## config.mk

```make
export PLATFORM = sky130hd
export DESIGN_NAME = mask_stream_reader_flat
export DESIGN_NICKNAME = d
export VERILOG_FILES = /design/src/rtl/mask_pkg.sv /design/src/rtl/mask_stream_reader_if.sv /design/src/rtl/mask_pkt_fifo.sv /design/src/rtl/mask_stream_reader.sv /design/src/flat_wrapper.sv
export SDC_FILE = /design/constraint.sdc
export NUM_CORES = 1
export LEC_CHECK = 0
export ABC_AREA = 1
export BUFFER_PORTS_ARGS = -buffer_cell sky130_fd_sc_hd__buf_2
export CORE_ASPECT_RATIO = 1.5
export CORE_MARGIN = 1.5
export CORE_UTILIZATION = 31
export CTS_CLUSTER_SIZE = 40
export DETAILED_ROUTE_END_ITERATION = 7
export HOLD_SLACK_MARGIN = 0.15
export PLACE_DENSITY_LB_ADDON = 0.15
export REMOVE_ABC_BUFFERS = 1
export SYNTH_ARGS = -nofsm -noshare
export SYNTH_HDL_FRONTEND = slang
export SYNTH_SLANG_ARGS = --single-unit
```

## constraint.sdc

```tcl
create_clock -name clk -period 2.5 [get_ports clk]
set_input_delay 0.125 -clock clk [delete_from_list [all_inputs] [get_ports clk]]
set_output_delay 0.125 -clock clk [all_outputs]
set_load 0.01 [all_outputs]
```

## src/rtl/mask_pkg.sv

```systemverilog
// Shared definitions for the mask stream reader.
// Provides the default packet and beat widths, the controller state type and a
// helper that derives how many output beats one regfile packet holds.
package mask_pkg;

    localparam int unsigned MASK_LANES      = 8;
    localparam int unsigned MASK_DATA_WIDTH = 64;

    typedef enum logic [1:0] {
        StIdle = 2'd0,
        StRun  = 2'd1,
        StDone = 2'd2
    } mask_state_e;

    // Beats carried by one packet; DATA_WIDTH is required to be a multiple of LANES.
    function automatic int unsigned beats_per_pkt(input int unsigned data_width,
                                                  input int unsigned lanes);
        return data_width / lanes;
    endfunction

endpackage

```

## src/rtl/mask_stream_reader_if.sv

```systemverilog
// Bus bundle for the mask stream reader.
// Carries the mask regfile read port (rd_en, rd_addr, rd_off, rd_data) and the
// outgoing beat stream (m_valid, m_ready, m_bits, m_last).
//   master : the reader (drives reads and beats, receives rd_data and m_ready)
//   slave  : the environment (regfile + masked-execution control)
interface mask_stream_reader_if #(
    parameter int unsigned ADDR_WIDTH = 5,
    parameter int unsigned DATA_WIDTH = 64,
    parameter int unsigned OFF_BITS   = 8,
    parameter int unsigned LANES      = 8
);

    logic                  rd_en;
    logic [ADDR_WIDTH-1:0] rd_addr;
    logic [OFF_BITS-1:0]   rd_off;
    logic [DATA_WIDTH-1:0] rd_data;
    logic                  m_valid;
    logic                  m_ready;
    logic [LANES-1:0]      m_bits;
    logic                  m_last;

    modport master (
        output rd_en, rd_addr, rd_off, m_valid, m_bits, m_last,
        input  rd_data, m_ready
    );

    modport slave (
        input  rd_en, rd_addr, rd_off, m_valid, m_bits, m_last,
        output rd_data, m_ready
    );

endinterface

```

## src/rtl/mask_pkt_fifo.sv

```systemverilog
// Two-entry packet buffer between the regfile read port and the beat unpacker.
// Ports:
//   clk, rst_n      clock, asynchronous active-low reset
//   push_i/wdata_i  write one packet (ignored when full)
//   pop_i           drop the head packet (ignored when empty)
//   rdata_o         head packet
//   count_o         occupancy 0..2
//   full_o/empty_o  occupancy flags
module mask_pkt_fifo
    import mask_pkg::*;
#(
    parameter int unsigned DATA_WIDTH = MASK_DATA_WIDTH
) (
    input  logic                  clk,
    input  logic                  rst_n,
    input  logic                  push_i,
    input  logic [DATA_WIDTH-1:0] wdata_i,
    input  logic                  pop_i,
    output logic [DATA_WIDTH-1:0] rdata_o,
    output logic [1:0]            count_o,
    output logic                  full_o,
    output logic                  empty_o
);

    logic [DATA_WIDTH-1:0] mem_q [2];
    logic [DATA_WIDTH-1:0] mem_d [2];
    logic                  wr_ptr_q, wr_ptr_d;
    logic                  rd_ptr_q, rd_ptr_d;
    logic [1:0]            count_q, count_d;
    logic                  push_ok, pop_ok;

    assign full_o  = (count_q == 2'd2);
    assign empty_o = (count_q == 2'd0);
    assign push_ok = push_i && !full_o;
    assign pop_ok  = pop_i && !empty_o;
    assign rdata_o = mem_q[rd_ptr_q];
    assign count_o = count_q;

    always_comb begin
        mem_d    = mem_q;
        wr_ptr_d = wr_ptr_q;
        rd_ptr_d = rd_ptr_q;
        if (push_ok) begin
            mem_d[wr_ptr_q] = wdata_i;
            wr_ptr_d        = ~wr_ptr_q;
        end
        if (pop_ok) begin
            rd_ptr_d = ~rd_ptr_q;
        end
        count_d = count_q + {1'b0, push_ok} - {1'b0, pop_ok};
    end

    always_ff @(posedge clk or negedge rst_n) begin
        if (!rst_n) begin
            mem_q[0] <= '0;
            mem_q[1] <= '0;
            wr_ptr_q <= 1'b0;
            rd_ptr_q <= 1'b0;
            count_q  <= 2'd0;
        end else begin
            mem_q    <= mem_d;
            wr_ptr_q <= wr_ptr_d;
            rd_ptr_q <= rd_ptr_d;
            count_q  <= count_d;
        end
    end

endmodule

```

## src/rtl/mask_stream_reader.sv

```systemverilog
// Streams the mask bits of one vector register as LANES-bit beats.
// A start command latches (vs_addr, vl) and the reader fetches packets 0,1,2,...
// of that register, buffers at most two (held or in flight), and unpacks each
// packet LSB-first onto a valid/ready stream. Bits past vl are forced to 0.
// Optional build macro MASK_READER_INVERT_EN adds an invert input that
// complements in-range bits of the command.
// Ports:
//   clk, rst_n        clock, asynchronous active-low reset
//   start, vs_addr, vl command (sampled only while busy=0)
//   invert            complement mask bits (MASK_READER_INVERT_EN only)
//   busy, done        command in progress, one-cycle completion pulse
//   bus               regfile read port and beat stream (master side)
module mask_stream_reader
    import mask_pkg::*;
#(
    parameter int unsigned ADDR_WIDTH = 5,
    parameter int unsigned DATA_WIDTH = MASK_DATA_WIDTH,
    parameter int unsigned OFF_BITS   = 8,
    parameter int unsigned LANES      = MASK_LANES,
    parameter int unsigned VL_WIDTH   = 15
) (
    input  logic                  clk,
    input  logic                  rst_n,
    input  logic                  start,
    input  logic [ADDR_WIDTH-1:0] vs_addr,
    input  logic [VL_WIDTH-1:0]   vl,
`ifdef MASK_READER_INVERT_EN
    input  logic                  invert,
`endif
    output logic                  busy,
    output logic                  done,
    mask_stream_reader_if.master  bus
);

    localparam int unsigned Bpp      = beats_per_pkt(DATA_WIDTH, LANES);
    localparam int unsigned BeatIdxW = (Bpp > 1) ? $clog2(Bpp) : 1;
    localparam int unsigned ElemW    = VL_WIDTH + 1;
    localparam logic [BeatIdxW-1:0] LastBeatIdx = BeatIdxW'(Bpp - 1);

    mask_state_e           state_q, state_d;
    logic [ADDR_WIDTH-1:0] addr_q, addr_d;
    logic [VL_WIDTH-1:0]   vl_q, vl_d;
    logic [ElemW-1:0]      pkts_left_q, pkts_left_d;
    logic [OFF_BITS-1:0]   req_off_q, req_off_d;
    logic [ADDR_WIDTH-1:0] rd_addr_q, rd_addr_d;
    logic [OFF_BITS-1:0]   rd_off_q, rd_off_d;
    logic                  inflight_q;
    logic [BeatIdxW-1:0]   beat_idx_q, beat_idx_d;
    logic [ElemW-1:0]      elem_base_q, elem_base_d;
    logic                  invert_q, invert_d;
    logic                  invert_in;

    logic [DATA_WIDTH-1:0] fifo_rdata;
    logic [1:0]            fifo_count;
    logic                  fifo_full, fifo_empty;
    logic                  fifo_pop;

    logic                  rd_en_int;
    logic                  m_valid_int, m_last_int, hs;
    logic [31:0]           shamt;
    logic [DATA_WIDTH-1:0] pkt_shifted;
    logic [LANES-1:0]      beat_bits;

`ifdef MASK_READER_INVERT_EN
    assign invert_in = invert;
`else
    assign invert_in = 1'b0;
`endif

    mask_pkt_fifo #(
        .DATA_WIDTH (DATA_WIDTH)
    ) u_pkt_fifo (
        .clk     (clk),
        .rst_n   (rst_n),
        .push_i  (inflight_q),
        .wdata_i (bus.rd_data),
        .pop_i   (fifo_pop),
        .rdata_o (fifo_rdata),
        .count_o (fifo_count),
        .full_o  (fifo_full),
        .empty_o (fifo_empty)
    );

    // Datapath: beat extraction, tail zeroing, read issue and handshake decode.
    always_comb begin
        m_valid_int = (state_q == StRun) && !fifo_empty;
        shamt       = LANES * 32'(beat_idx_q);
        pkt_shifted = fifo_rdata >> shamt;
        beat_bits   = pkt_shifted[LANES-1:0] ^ {LANES{invert_q}};
        for (int unsigned j = 0; j < LANES; j++) begin
            if ((elem_base_q + ElemW'(j)) >= {1'b0, vl_q}) begin
                beat_bits[j] = 1'b0;
            end
        end
        if (!m_valid_int) begin
            beat_bits = '0;
        end
        m_last_int = m_valid_int && ((elem_base_q + ElemW'(LANES)) >= {1'b0, vl_q});
        hs         = m_valid_int && bus.m_ready;
        // The final packet may be partial, so m_last also retires the head.
        fifo_pop   = hs && ((beat_idx_q == LastBeatIdx) || m_last_int);
        // Held packets plus the one in flight never exceed the buffer depth.
        rd_en_int  = (state_q == StRun) && (pkts_left_q != '0) && !fifo_full &&
                     (({1'b0, fifo_count} + {2'b00, inflight_q}) < 3'd2);
    end

    // Controller next state.
    always_comb begin
        state_d     = state_q;
        addr_d      = addr_q;
        vl_d        = vl_q;
        pkts_left_d = pkts_left_q;
        req_off_d   = req_off_q;
        rd_addr_d   = rd_addr_q;
        rd_off_d    = rd_off_q;
        beat_idx_d  = beat_idx_q;
        elem_base_d = elem_base_q;
        invert_d    = invert_q;

        unique case (state_q)
            StIdle, StDone: begin
                state_d = StIdle;
                if (start) begin
                    addr_d      = vs_addr;
                    vl_d        = vl;
                    invert_d    = invert_in;
                    pkts_left_d = ({1'b0, vl} + ElemW'(DATA_WIDTH - 1)) / ElemW'(DATA_WIDTH);
                    req_off_d   = '0;
                    beat_idx_d  = '0;
                    elem_base_d = '0;
                    state_d     = (vl == '0) ? StDone : StRun;
                end
            end
            StRun: begin
                if (rd_en_int) begin
                    pkts_left_d = pkts_left_q - 1'b1;
                    req_off_d   = req_off_q + 1'b1;
                    rd_addr_d   = addr_q;
                    rd_off_d    = req_off_q;
                end
                if (hs) begin
                    elem_base_d = elem_base_q + ElemW'(LANES);
                    beat_idx_d  = fifo_pop ? '0 : beat_idx_q + 1'b1;
                    if (m_last_int) begin
                        state_d = StDone;
                    end
                end
            end
            default: state_d = StIdle;
        endcase
    end

    always_ff @(posedge clk or negedge rst_n) begin
        if (!rst_n) begin
            state_q     <= StIdle;
            addr_q      <= '0;
            vl_q        <= '0;
            pkts_left_q <= '0;
            req_off_q   <= '0;
            rd_addr_q   <= '0;
            rd_off_q    <= '0;
            inflight_q  <= 1'b0;
            beat_idx_q  <= '0;
            elem_base_q <= '0;
            invert_q    <= 1'b0;
        end else begin
            state_q     <= state_d;
            addr_q      <= addr_d;
            vl_q        <= vl_d;
            pkts_left_q <= pkts_left_d;
            req_off_q   <= req_off_d;
            rd_addr_q   <= rd_addr_d;
            rd_off_q    <= rd_off_d;
            inflight_q  <= rd_en_int;
            beat_idx_q  <= beat_idx_d;
            elem_base_q <= elem_base_d;
            invert_q    <= invert_d;
        end
    end

    assign busy        = (state_q == StRun);
    assign done        = (state_q == StDone);
    assign bus.rd_en   = rd_en_int;
    // Address/offset show the current request, otherwise the last one issued.
    assign bus.rd_addr = rd_en_int ? addr_q : rd_addr_q;
    assign bus.rd_off  = rd_en_int ? req_off_q : rd_off_q;
    assign bus.m_valid = m_valid_int;
    assign bus.m_bits  = beat_bits;
    assign bus.m_last  = m_last_int;

endmodule

```

## src/flat_wrapper.sv

```systemverilog
// flat-port wrapper written by rule: the top's interface ports become plain ports
module mask_stream_reader_flat import mask_pkg::*;
#(
    parameter int unsigned ADDR_WIDTH = 5,
    parameter int unsigned DATA_WIDTH = MASK_DATA_WIDTH,
    parameter int unsigned OFF_BITS   = 8,
    parameter int unsigned LANES      = MASK_LANES,
    parameter int unsigned VL_WIDTH   = 15
)
  (clk, rst_n, start, vs_addr, vl, busy, done, bus_rd_en, bus_rd_addr, bus_rd_off, bus_m_valid, bus_m_bits, bus_m_last, bus_rd_data, bus_m_ready);
  mask_stream_reader_if #(.ADDR_WIDTH(ADDR_WIDTH), .DATA_WIDTH(DATA_WIDTH), .OFF_BITS(OFF_BITS), .LANES(LANES)) bus_i ();
  input  logic clk;
  input  logic rst_n;
  input  logic start;
  input  logic [ADDR_WIDTH-1:0] vs_addr;
  input  logic [VL_WIDTH-1:0] vl;
  output logic busy;
  output logic done;
  output wire logic [$bits(bus_i.rd_en)-1:0] bus_rd_en;
  output wire logic [$bits(bus_i.rd_addr)-1:0] bus_rd_addr;
  output wire logic [$bits(bus_i.rd_off)-1:0] bus_rd_off;
  output wire logic [$bits(bus_i.m_valid)-1:0] bus_m_valid;
  output wire logic [$bits(bus_i.m_bits)-1:0] bus_m_bits;
  output wire logic [$bits(bus_i.m_last)-1:0] bus_m_last;
  input wire logic [$bits(bus_i.rd_data)-1:0] bus_rd_data;
  input wire logic [$bits(bus_i.m_ready)-1:0] bus_m_ready;
  assign bus_rd_en = bus_i.rd_en;
  assign bus_rd_addr = bus_i.rd_addr;
  assign bus_rd_off = bus_i.rd_off;
  assign bus_m_valid = bus_i.m_valid;
  assign bus_m_bits = bus_i.m_bits;
  assign bus_m_last = bus_i.m_last;
  assign bus_i.rd_data = bus_rd_data;
  assign bus_i.m_ready = bus_m_ready;
  mask_stream_reader #(.ADDR_WIDTH(ADDR_WIDTH), .DATA_WIDTH(DATA_WIDTH), .OFF_BITS(OFF_BITS), .LANES(LANES), .VL_WIDTH(VL_WIDTH)) u_core (.clk(clk), .rst_n(rst_n), .start(start), .vs_addr(vs_addr), .vl(vl), .busy(busy), .done(done), .bus(bus_i));
endmodule
```

==> qor.yml <==
status:
  status: "complete, but fails checks"
  violations: "setup timing"
layout:
  drive_above_1_share_pct: 21.4
  regArea_um2: 5210
  diodes: 0
  fillers: 3742
  fin_nets: 1890
  multi_input_area_um2: 5880
  area_growth_pct: 34.7
synthesis:
  synthFlopType: "dfrtp_1"
  syn_inst: 1508
  synthDistinctLibCells: 46
  syn_avg_cell_area_um2: 7.66
  yosysWarnings: 0
  seq_area_frac_synth_pct: 45.1
  synth_area_um2: 11600
  synth_enable_flop_cells: 0
  synth_area_leaders: "dfrtp_1 (45%), nand2_1 (14%), o21ai_0 (8.0%)"
  yosysTopAreaCell: "dfrtp_1"
  synth-async-reset-ratio_pct: 100
  synth_seq_cells: 208
  synth.top_cell.area_share_pct: 45.1
placed_design:
  gp_congestion: 0.852
  hpwl_um: 23900
  port_buffers: 113
  place_ws_ns: -0.456
grt:
  grt_use_total_pct: 18.2
  grt.busiest_layer: "met2"
  antenna_found_initial: 0
  use_met3_pct: 2.29
  grt_max_degree: 63
  grt_pass1_vias: 10800
  gr-total-overflow: 0
  grt_pass1_wl_um: 56100
  grtUsageMet2_pct: 32.8
  grt_use_met1_pct: 22.1
sta:
  finalCritPeriodShare_pct: 115
  setup_viol: 12
  clock_skew_ns: 0.00930
  finalCriticalPeriod_ns: 2.87
  hold_ws_ns: 0.207
  slew_headroom_pct: 49.4
  worst_slack_ns: -0.372
  hold_viol: 0
  report.final.slew_viol_count: 0
  worst_pin_slew_ns: 0.752
  max_freq_mhz: 348
  rsz0062_at_grt: "yes"
power_and_ir_drop:
  p_int_uw: 11200
  clkPwrFrac_pct: 16.9
  pwr-share-comb_pct: 53.5
  seq_power_share_pct: 29.6
  power.total_uw: 19800
  p_per_area_nw_per_um2: 1270
  p_leak_uw: 0.00774
  vdd_drop_max_mv: 0.753
  p_sw_uw: 8660
  switching_share_pct: 43.7
setup_path:
  cp_slowest_cell: "dfrtp_1"
  path_class: "flip-flop to output port"
  crit_arrival_ns: 2.75
  r2r_cells: 20
  rrSetupSlack_ns: -0.32
  critPathLaunchType: "flip-flop"
  crit_top_cell: "nand2_2"
  critical-path-max-stage-delay_ns: 0.36
  path_cells: "buf_6 > nand3_2 > nor2_2 > nand2_2 > nor2_2 > nand2_2 > nor2_2 > xor2_1 > inv_1 > ha_4 > and3_1 > nand2_2 > nand3_2 > nand2_2 > inv_2 > buf_6"
  timing.rr.end: "u_core.u_pkt_fifo.count_o[1]$_DFF_PN0_"
  worstSetupEndpointType: "output port"
  reg2reg_from: "u_core.elem_base_q[4]$_DFFE_PN0P_"
  crit_path_max_fanout: 4
  required_ns: 2.38
routing:
  dr.pass1.iters: 4
  drc_errors: 0
  drtAntennaViolNets: 0
  avgViaCountPerCell: 4.76
  wl_um: 34600
  num_vias: 10700
  drt_iter0_drc: 564
  wl_per_cell_um: 15.4
die:
  core_area_um2: 36700
  fp.dieH_um: 239
  initial_utilization_pct: 31.5
  num_rows: 86
  io_pins: 114
  dieArea_um2: 38500
  dieWidth_um: 161
worst_hold_path:
  hp-class: "input pin to asynchronous set/reset pin"
clock_network:
  cts_tree: "built"
  root_buffer: "clkbuf_16"
  cts_inserted_buffers: 24
  clock_latency_ns: 0.54
  h-tree-depth: 1
  clk_pin_slew_ns: 0.06
  cts_buffer_depth: 3
  cts.sinks: 208
flow_run:
  cap_violations: 0
[flip-flops by register name, summed over array words and instances (netlist names)]
| name | count |
|---|---|
| u_core.rd_off_q | 8 |
| u_core.addr_q | 5 |
| u_core.rd_addr_q | 5 |
| u_core.u_pkt_fifo.count_o | 2 |
| u_core.u_pkt_fifo.rd_ptr_q | 1 |
| u_core.req_off_q | 8 |
| u_core.pkts_left_q | 16 |
| u_core.u_pkt_fifo.mem_q | 128 |
| u_core.inflight_q | 1 |
| u_core.u_pkt_fifo.wr_ptr_q | 1 |
| u_core.beat_idx_q | 3 |
| u_core.vl_q | 15 |
| u_core.state_q | 2 |
| u_core.elem_base_q | 13 |
[routing by layer]
| metal | routed length, um | vias to the layer above |
|---|---|---|
| li1 | - | 5389 |
| met1 | 14700 | 5036 |
| met2 | 17500 | 220 |
| met3 | 1310 | 54 |
| met4 | 1120 | 0 |
| met5 | 0 | - |
[stage by stage]
| step | util [%] | std cells | setup TNS, ns | area (um^2) |
|---|---|---|---|---|
| 5_1_grt | 42.4 | 2247 | -3.85 | 15600 |
| 4_1_cts | 41.1 | 2240 | -1.66 | 15100 |
| 3_5_place_dp | 35.3 | 2085 | -0.929 | 12900 |
| 6_report | 42.4 | 2247 | -1.83 | 15600 |
| 3_3_place_gp | 35.3 | 2085 | -0.931 | 12900 |
| 2_1_floorplan | - | 1420 | -65.46 | 11200 |
[timing repair]
item / CTS / global route
pin swaps: 33 / 52
setup endpoints to repair: 24 / 28
hold endpoints to repair: 373 / 0
gates resized for setup: 82 / 105
hold buffers: 94 / 0
setup buffers: 21 / 10
[worst max-delay path, delay by kind of cell, from the launching register on]
kind | cells | cell delay (ns)
buf+inv | 4 | 0.39
xor+xnor | 1 | 0.21
flops | 1 | 0.36
fa+ha+maj | 1 | 0.27
simple gates | 10 | 0.96
[layout by cell type (no fill, tap or decap), types with 4 or more instances in the layout]
cell and instances:
a21oi_1 62, a32o_1 4, o21ai_1 18, o21ai_2 8, nor3_1 14, buf_6 19, dfrtp_1 207, xnor2_1 4
nor2_2 18, clkbuf_1 10, nor2_4 6, o211ai_1 5, nand2_2 16, inv_4 5, nand2_4 9, ha_1 39
inv_2 16, nor2_1 53, o22ai_1 4, nand3_2 7, inv_1 152, nand2_1 411, nand4_1 18, nand3_1 74
buf_2 107, buf_4 69, ha_4 13, a22oi_1 9, clkbuf_8 6, buf_12 10, dlygate4sd3_1 93, o21ai_0 171
a21o_1 5, clkbuf_16 24, a21oi_2 11, nor3_2 4, xor2_1 13
[cell families (layout without fill, tap and decap cells)]
logic type | after synthesis | count (layout) | synth area share, %
simple gates | 640 | 640 | 23.0
compound gates | 325 | 325 | 15.6
buf+inv | 262 | 517 | 9.04
flops | 208 | 208 | 45.1
fa+ha+maj | 54 | 54 | 5.85
xor+xnor | 19 | 19 | 1.44
[power by group through the flow]
stage          clock [uW]  combinational [uW]  sequential (uW)
2_1_floorplan           0                5490             5820
3_3_place_gp            0                8670             5900
3_5_place_dp            0                8770             5930
4_1_cts              3470                9770             5860
5_1_grt              3560               12000             6060
6_report             3350               10600             5880
[cell usage after synthesis, types with 10 or more instances]
master,n
nand3_1,82
inv_1,167
xor2_1,15
clkbuf_1,56
nor2_1,67
buf_2,25
nor3_1,18
nand4_1,18
dfrtp_1,208
o21ai_1,15
ha_1,54
a22oi_1,10
nand2_1,433
o21ai_0,185
a21oi_1,76
[worst max path at each step]
stage,startpoint,end
4_1_cts,u_core.elem_base_q[4]$_DFFE_PN0P_,bus_m_last
5_1_grt,u_core.elem_base_q[4]$_DFFE_PN0P_,bus_m_last
3_5_place_dp,u_core.elem_base_q[3]$_DFFE_PN0P_,u_core.u_pkt_fifo.count_o[1]$_DFF_PN0_
3_3_place_gp,u_core.elem_base_q[3]$_DFFE_PN0P_,u_core.u_pkt_fifo.count_o[1]$_DFF_PN0_
2_1_floorplan,u_core.u_pkt_fifo.rd_ptr_q$_DFFE_PN0P_,bus_m_bits[1]
6_report,u_core.elem_base_q[4]$_DFFE_PN0P_,bus_m_last
[area by class of cell]
| class | count | share of cell area, % |
|---|---|---|
| multi-input combinational | 1038 | 37.8 |
| sequential | 208 | 33.5 |
| timing repair buffer | 302 | 15.9 |
| clock buffer | 39 | 4.54 |
| inverter | 174 | 4.31 |
| tap | 484 | 3.89 |
| clock inverter | 2 | 0.137 |
Note: power is estimated with default switching activity, not from simulation.
